File: config.mk
export PLATFORM = sky130hd
export DESIGN_NAME = mips_instr_encoder_flat
export DESIGN_NICKNAME = d
export VERILOG_FILES = /design/src/rtl/mips_instr_encoder_if.sv /design/src/rtl/mips_instr_encoder.sv /design/src/flat_wrapper.sv
export SDC_FILE = /design/constraint.sdc
export NUM_CORES = 1
export LEC_CHECK = 0
export ABC_AREA = 1
export CORE_MARGIN = 3
export CORE_UTILIZATION = 48
export DETAILED_ROUTE_END_ITERATION = 16
export PLACE_DENSITY = 0.87
export RECOVER_POWER = 100
export SLEW_MARGIN = 5
export SYNTH_ARGS = -nofsm -noshare
export SYNTH_HDL_FRONTEND = slang
export SYNTH_SLANG_ARGS = --single-unit
File: constraint.sdc
create_clock -name clk -period 3.7 [get_ports clk]
set_input_delay 0.37 -clock clk [delete_from_list [all_inputs] [get_ports clk]]
set_output_delay 0.37 -clock clk [all_outputs]
set_load 0.05 [all_outputs]
File: src/rtl/mips_instr_encoder_if.sv
// rtl/mips_instr_encoder_if.sv - host stream, imem write port and status bundle for the encoder
interface mips_instr_encoder_if #(
  parameter int ADDR_W = 6
);
  logic              start;
  logic [ADDR_W-1:0] start_addr;
  logic              in_valid;
  logic              in_ready;
  logic [3:0]        mnem;
  logic [4:0]        rs;
  logic [4:0]        rt;
  logic [4:0]        rd;
  logic [15:0]       imm;
  logic [25:0]       target;
  logic              last;
  logic              imem_we;
  logic [ADDR_W-1:0] imem_addr;
  logic [31:0]       imem_wd;
  logic [ADDR_W:0]   count;
  logic              done;
  logic              err;

  modport master (
    output start, start_addr, in_valid, mnem, rs, rt, rd, imm, target, last,
    input  in_ready, imem_we, imem_addr, imem_wd, count, done, err
  );

  modport slave (
    input  start, start_addr, in_valid, mnem, rs, rt, rd, imm, target, last,
    output in_ready, imem_we, imem_addr, imem_wd, count, done, err
  );
endinterface

File: src/rtl/mips_instr_encoder.sv
// rtl/mips_instr_encoder.sv - symbolic instruction to MIPS machine word encoder feeding imem writes
module mips_instr_encoder #(
  parameter int ADDR_W = 6
) (
  input  logic                clk,
  input  logic                reset_n,
  mips_instr_encoder_if.slave bus
);

  typedef enum logic [1:0] {
    S_IDLE = 2'd0,
    S_RUN  = 2'd1,
    S_DONE = 2'd2
  } state_t;

  localparam logic [ADDR_W-1:0] ADDR_ONE = 1;
  localparam logic [ADDR_W:0]   CNT_ONE  = 1;

  state_t            state;
  logic [ADDR_W-1:0] wr_addr;
  logic              accept;
  logic              illegal;
  logic [ADDR_W-1:0] br_off;
  logic [15:0]       br_off16;
  logic [31:0]       enc_word;

  // in_ready is a registered copy of "state is RUN", so accept needs no extra decode
  assign accept  = bus.in_ready & bus.in_valid;
  assign illegal = (bus.mnem >= 4'd12);

  // Branch offset is relative to the word after the branch, wrapped to the imem size
  always_comb begin
    br_off   = bus.imm[ADDR_W-1:0] - (wr_addr + ADDR_ONE);
    br_off16 = 16'($signed(br_off));
  end

  // Encode the current beat into a machine word; illegal mnemonics become a nop
  always_comb begin
    enc_word = 32'h0000_0000;
    case (bus.mnem)
      4'd0:  enc_word = {6'b000000, bus.rs, bus.rt, bus.rd, 5'd0, 6'b100000};
      4'd1:  enc_word = {6'b000000, bus.rs, bus.rt, bus.rd, 5'd0, 6'b100010};
      4'd2:  enc_word = {6'b000000, bus.rs, bus.rt, bus.rd, 5'd0, 6'b100100};
      4'd3:  enc_word = {6'b000000, bus.rs, bus.rt, bus.rd, 5'd0, 6'b100101};
      4'd4:  enc_word = {6'b000000, bus.rs, bus.rt, bus.rd, 5'd0, 6'b101010};
      4'd5:  enc_word = {6'b100011, bus.rs, bus.rt, bus.imm};
      4'd6:  enc_word = {6'b101011, bus.rs, bus.rt, bus.imm};
      4'd7:  enc_word = {6'b000100, bus.rs, bus.rt, br_off16};
      4'd8:  enc_word = {6'b000101, bus.rs, bus.rt, br_off16};
      4'd9:  enc_word = {6'b001000, bus.rs, bus.rt, bus.imm};
      4'd10: enc_word = {6'b001101, bus.rs, bus.rt, bus.imm};
      4'd11: enc_word = {6'b000010, bus.target};
      default: enc_word = 32'h0000_0000;
    endcase
  end

  // Load FSM: all outputs registered; write strobe is a single-cycle pulse per accepted beat
  always_ff @(posedge clk or negedge reset_n) begin
    if (!reset_n) begin
      state         <= S_IDLE;
      wr_addr       <= '0;
      bus.in_ready  <= 1'b0;
      bus.imem_we   <= 1'b0;
      bus.imem_addr <= '0;
      bus.imem_wd   <= 32'h0000_0000;
      bus.count     <= '0;
      bus.done      <= 1'b0;
      bus.err       <= 1'b0;
    end else begin
      bus.imem_we <= 1'b0;
      case (state)
        S_IDLE, S_DONE: begin
          if (bus.start) begin
            state        <= S_RUN;
            bus.in_ready <= 1'b1;
            wr_addr      <= bus.start_addr;
            bus.count    <= '0;
            bus.done     <= 1'b0;
            bus.err      <= 1'b0;
          end
        end
        S_RUN: begin
          if (accept) begin
            bus.imem_we   <= 1'b1;
            bus.imem_addr <= wr_addr;
            bus.imem_wd   <= enc_word;
            wr_addr       <= wr_addr + ADDR_ONE;
            bus.count     <= bus.count + CNT_ONE;
            if (illegal) begin
              bus.err <= 1'b1;
            end
            if (bus.last) begin
              state        <= S_DONE;
              bus.in_ready <= 1'b0;
              bus.done     <= 1'b1;
            end
          end
        end
        default: begin
          state        <= S_IDLE;
          bus.in_ready <= 1'b0;
        end
      endcase
    end
  end

endmodule

File: src/flat_wrapper.sv
// flat-port wrapper written by rule: the top's interface ports become plain ports
module mips_instr_encoder_flat 
#(
  parameter int ADDR_W = 6
)
  (clk, reset_n, bus_start, bus_start_addr, bus_in_valid, bus_mnem, bus_rs, bus_rt, bus_rd, bus_imm, bus_target, bus_last, bus_in_ready, bus_imem_we, bus_imem_addr, bus_imem_wd, bus_count, bus_done, bus_err);
  mips_instr_encoder_if #(.ADDR_W(ADDR_W)) bus_i ();
  input  logic clk;
  input  logic reset_n;
  input wire logic [$bits(bus_i.start)-1:0] bus_start;
  input wire logic [$bits(bus_i.start_addr)-1:0] bus_start_addr;
  input wire logic [$bits(bus_i.in_valid)-1:0] bus_in_valid;
  input wire logic [$bits(bus_i.mnem)-1:0] bus_mnem;
  input wire logic [$bits(bus_i.rs)-1:0] bus_rs;
  input wire logic [$bits(bus_i.rt)-1:0] bus_rt;
  input wire logic [$bits(bus_i.rd)-1:0] bus_rd;
  input wire logic [$bits(bus_i.imm)-1:0] bus_imm;
  input wire logic [$bits(bus_i.target)-1:0] bus_target;
  input wire logic [$bits(bus_i.last)-1:0] bus_last;
  output wire logic [$bits(bus_i.in_ready)-1:0] bus_in_ready;
  output wire logic [$bits(bus_i.imem_we)-1:0] bus_imem_we;
  output wire logic [$bits(bus_i.imem_addr)-1:0] bus_imem_addr;
  output wire logic [$bits(bus_i.imem_wd)-1:0] bus_imem_wd;
  output wire logic [$bits(bus_i.count)-1:0] bus_count;
  output wire logic [$bits(bus_i.done)-1:0] bus_done;
  output wire logic [$bits(bus_i.err)-1:0] bus_err;
  assign bus_i.start = bus_start;
  assign bus_i.start_addr = bus_start_addr;
  assign bus_i.in_valid = bus_in_valid;
  assign bus_i.mnem = bus_mnem;
  assign bus_i.rs = bus_rs;
  assign bus_i.rt = bus_rt;
  assign bus_i.rd = bus_rd;
  assign bus_i.imm = bus_imm;
  assign bus_i.target = bus_target;
  assign bus_i.last = bus_last;
  assign bus_in_ready = bus_i.in_ready;
  assign bus_imem_we = bus_i.imem_we;
  assign bus_imem_addr = bus_i.imem_addr;
  assign bus_imem_wd = bus_i.imem_wd;
  assign bus_count = bus_i.count;
  assign bus_done = bus_i.done;
  assign bus_err = bus_i.err;
  mips_instr_encoder #(.ADDR_W(ADDR_W)) u_core (.clk(clk), .reset_n(reset_n), .bus(bus_i));
endmodule
==> impl_metrics.py <==
metrics = {
    "run_status": {
        "status": "finished with violations",
        "violations": "capacitance limit, slew limit",
    },
    "sta": {
        "finalWorstPathRequiredPeriod_ns": 2.61,
        "rsz0062_at_grt": "false",
        "slew_headroom": -0.155,
        "tightest_slew_ns": 1.73,
        "fin_crit_sh": 0.706,
        "clock-skew-final_ns": 0.00951,
        "finalSetupViolCount": 0,
        "fmax_mhz": 383,
        "hold_viol": 0,
        "finalMaxSlewViolations": 34,
        "tns_ns": 0,
        "setup_ws_ns": 1.09,
        "hold_slack_ns": 0.480,
    },
    "finish": {
        "fin_nets": 600,
        "most-common-layout-cells": "nand2_1, clkdlybuf4s50_1, dfrtp_1, dlygate4sd3_1, nand3_1",
        "finalNonFillerCells": 596,
        "fillers": 468,
        "area_growth_pct": 40.4,
        "layout-drive-gt1-share": 0.0518,
        "final_common_cell": "nand2_1",
        "n_antenna_cell": 0,
    },
    "logic_synthesis": {
        "yosysUniqueCellTypes": 34,
        "synth_edf_count": 0,
        "syn-num-nets": 489,
        "ys_warn_count": 0,
        "avgSynthCellArea_um2": 7.75,
        "synthArstFlopShare": 1.00,
        "ys_seq_area_frac": 0.442,
        "yosys_register_bits": 56,
        "synthCells": 409,
        "synth_ff_type": "dfrtp_1",
        "synth_area_mm2": 0.00317,
    },
    "floorplanning": {
        "start_util": 0.514,
        "io_pins": 121,
        "core_region_area_mm2": 0.00617,
        "die-area_mm2": 0.00761,
        "die_h_um": 87.3,
        "rows": 28,
        "die_x_um": 87.3,
    },
    "cts": {
        "cts_buffers": 5,
        "root_buffer": "clkbuf_8",
        "ctsResizeCount": 0,
        "hold_buffers": 0,
        "worstSkewPairLatency_ns": 0.31,
        "cts.clk_slew.worst_paths_ns": 0.11,
        "post-cts-setup-buffer-count": 0,
        "htree_levels": 2,
        "clockBufferDepth": 2,
        "numClockSinks": 56,
        "cts_tree": "done",
    },
    "setup_path": {
        "endpoint_kind": "register",
        "crit_top_cell": "nand3_1",
        "arrival_ns": 2.86,
        "crit-reg2reg-launch": "u_core.state[0]",
        "crit_start": "u_core.state[0]",
        "critPathTopFamily": "simple AND/OR/NAND/NOR gates",
        "crit_required_ns": 3.95,
        "path_class": "reg2reg",
        "cp_num_buf_inv": 2,
        "cp_max_fo": 32,
        "cpPeakStageDelay_ns": 0.66,
        "cp_slowest_cell": "nor2_1",
        "cp-start-kind": "register",
        "crit_chain": "inv_1, nor2_4, nand3_4, clkbuf_1, nor2_1, nand3_1, nand3_1",
    },
    "detailed_routing": {
        "dr.pass1.iters": 5,
        "drtIter0Drc": 172,
        "vias": 3178,
        "wire_per_inst_um": 14.4,
        "routed_wl_mm": 8.60,
        "drtAntennaViolNets": 0,
        "avgViaCountPerCell": 5.33,
        "drc": 0,
    },
    "global_route": {
        "track_usage": 0.231,
        "grt_max_degree": 34,
        "first_global_vias": 2972,
        "gr-total-overflow": 0,
        "grt_pass1_wl_mm": 14.1,
        "antenna_found_initial": 0,
    },
    "placed_design": {
        "dp_hpwl_mm": 6.66,
        "place_inst": 588,
        "dp_slack_ns": 1.16,
        "portBuffers": 119,
        "globalplace.congestion": 0.904,
    },
    "power_and_ir_drop": {
        "p_leak_nw": 2.25,
        "intPower_w": 0.00174,
        "pwr-share-clk": 0.117,
        "seqPwrFrac": 0.293,
        "combPwrFrac": 0.590,
        "netSwitchingFraction": 0.515,
        "power-per-cell-area_mw_per_mm2": 808,
        "vdd_drop_max_mv": 0.489,
        "switchingPower_w": 0.00185,
        "power.total_w": 0.00360,
    },
    "worst_hold_path": {
        "min_from": "u_core.bus.imem_wd[9]",
        "hold_class": "reg2reg",
    },
    "flow_run": {
        "max-cap-violations": 1,
    },
}
==> synthesized netlist by cell type, drive strengths merged (2+ instances only) <==
master / count / share of area
o21ai: 32 / 0.051
nor2: 17 / 0.026
xnor2: 2 / 0.0055
xor2: 3 / 0.0083
o211ai: 6 / 0.017
a21oi: 19 / 0.037
nand2: 146 / 0.18
nor3: 5 / 0.0079
clkbuf: 6 / 0.0071
inv: 34 / 0.040
nand3: 50 / 0.089
ha: 7 / 0.028
buf: 12 / 0.030
dfrtp: 56 / 0.44
a22oi: 6 / 0.014
==> state kept, by name, summed over array words and instances, names as in the netlist <==
register,flops
u_core.state,2
u_core.bus.err,1
u_core.bus.imem_addr,6
u_core.bus.count,7
u_core.bus.imem_we,1
u_core.bus.imem_wd,31
u_core.wr_addr,6
u_core.bus.done,1
u_core.bus.in_ready,1
==> worst reg2reg max path: stages (launching register included) <==
cell and delay [ns]:
dfrtp_1 0.39, inv_1 0.09, nor2_4 0.30, nand3_4 0.36
clkbuf_1 0.47, nor2_1 0.67, nand3_1 0.17, nand3_1 0.11
==> power by group through the flow <==
stage	sequential [W]	clock, W	combinational [W]
3_3_place_gp	0.00107	0	0.00217
4_1_cts	0.00106	0.000425	0.00223
5_1_grt	0.00109	0.000455	0.00230
6_report	0.00105	0.000419	0.00212
2_1_floorplan	0.00180	0	0.000766
3_5_place_dp	0.00107	0	0.00222
==> per-stage QoR <==
stage	utilization	cell area, µm²
after floorplan	-	3170
after global placement	0.706	4360
after detailed placement	0.706	4360
after CTS	0.726	4470
after global routing	0.722	4450
final	0.722	4450
==> cell type report <==
class | count | area (µm²) | area share
sequential | 56 | 1400 | 0.315
clock buffer | 5 | 68.8 | 0.0155
tap | 75 | 93.8 | 0.0211
clock inverter | 3 | 50.0 | 0.0112
inverter | 34 | 128 | 0.0287
multi-input combinational | 301 | 1510 | 0.340
timing repair buffer | 122 | 1200 | 0.269
==> metal layers <==
layer | track usage | share of wire | up-vias
met1 | 0.320 | 0.42 | 1487
met2 | 0.376 | 0.49 | 134
li1 | - | - | 1548
met3 | 0.0407 | 0.076 | 9
met4 | 0.0572 | 0.012 | 0
met5 | 0 | 0 | -
==> logic make-up (layout without fill, tap and decap cells) <==
| kind of cell | Yosys count | after routing | share of synthesized area |
|---|---|---|---|
| AND/OR/NAND/NOR | 220 | 220 | 0.303 |
| AO/OA/AOI/OAI | 67 | 67 | 0.129 |
| flip-flops | 56 | 56 | 0.442 |
| buffers and inverters | 52 | 164 | 0.0770 |
| adder cells (fa/ha/maj) | 8 | 8 | 0.0340 |
| XOR/XNOR | 5 | 5 | 0.0138 |
| other | 1 | 1 | 0.00118 |
==> path summary, 6_finish.rpt <==
check	depth (start not counted)	slack [ns]	to
worst max-delay path	7	1.09	u_core.bus.imem_wd[16]
worst min-delay path	2	0.48	u_core.bus.imem_wd[9]
worst max register to register	7	1.09	u_core.bus.imem_wd[16]
worst min register to register	2	0.48	u_core.bus.imem_wd[9]
max in group asynchronous	2	1.32	u_core.bus.imem_wd[10]
min in group asynchronous	1	0.50	u_core.bus.imem_wd[11]
No activity file was read; power rests on OpenSTA's default activity.
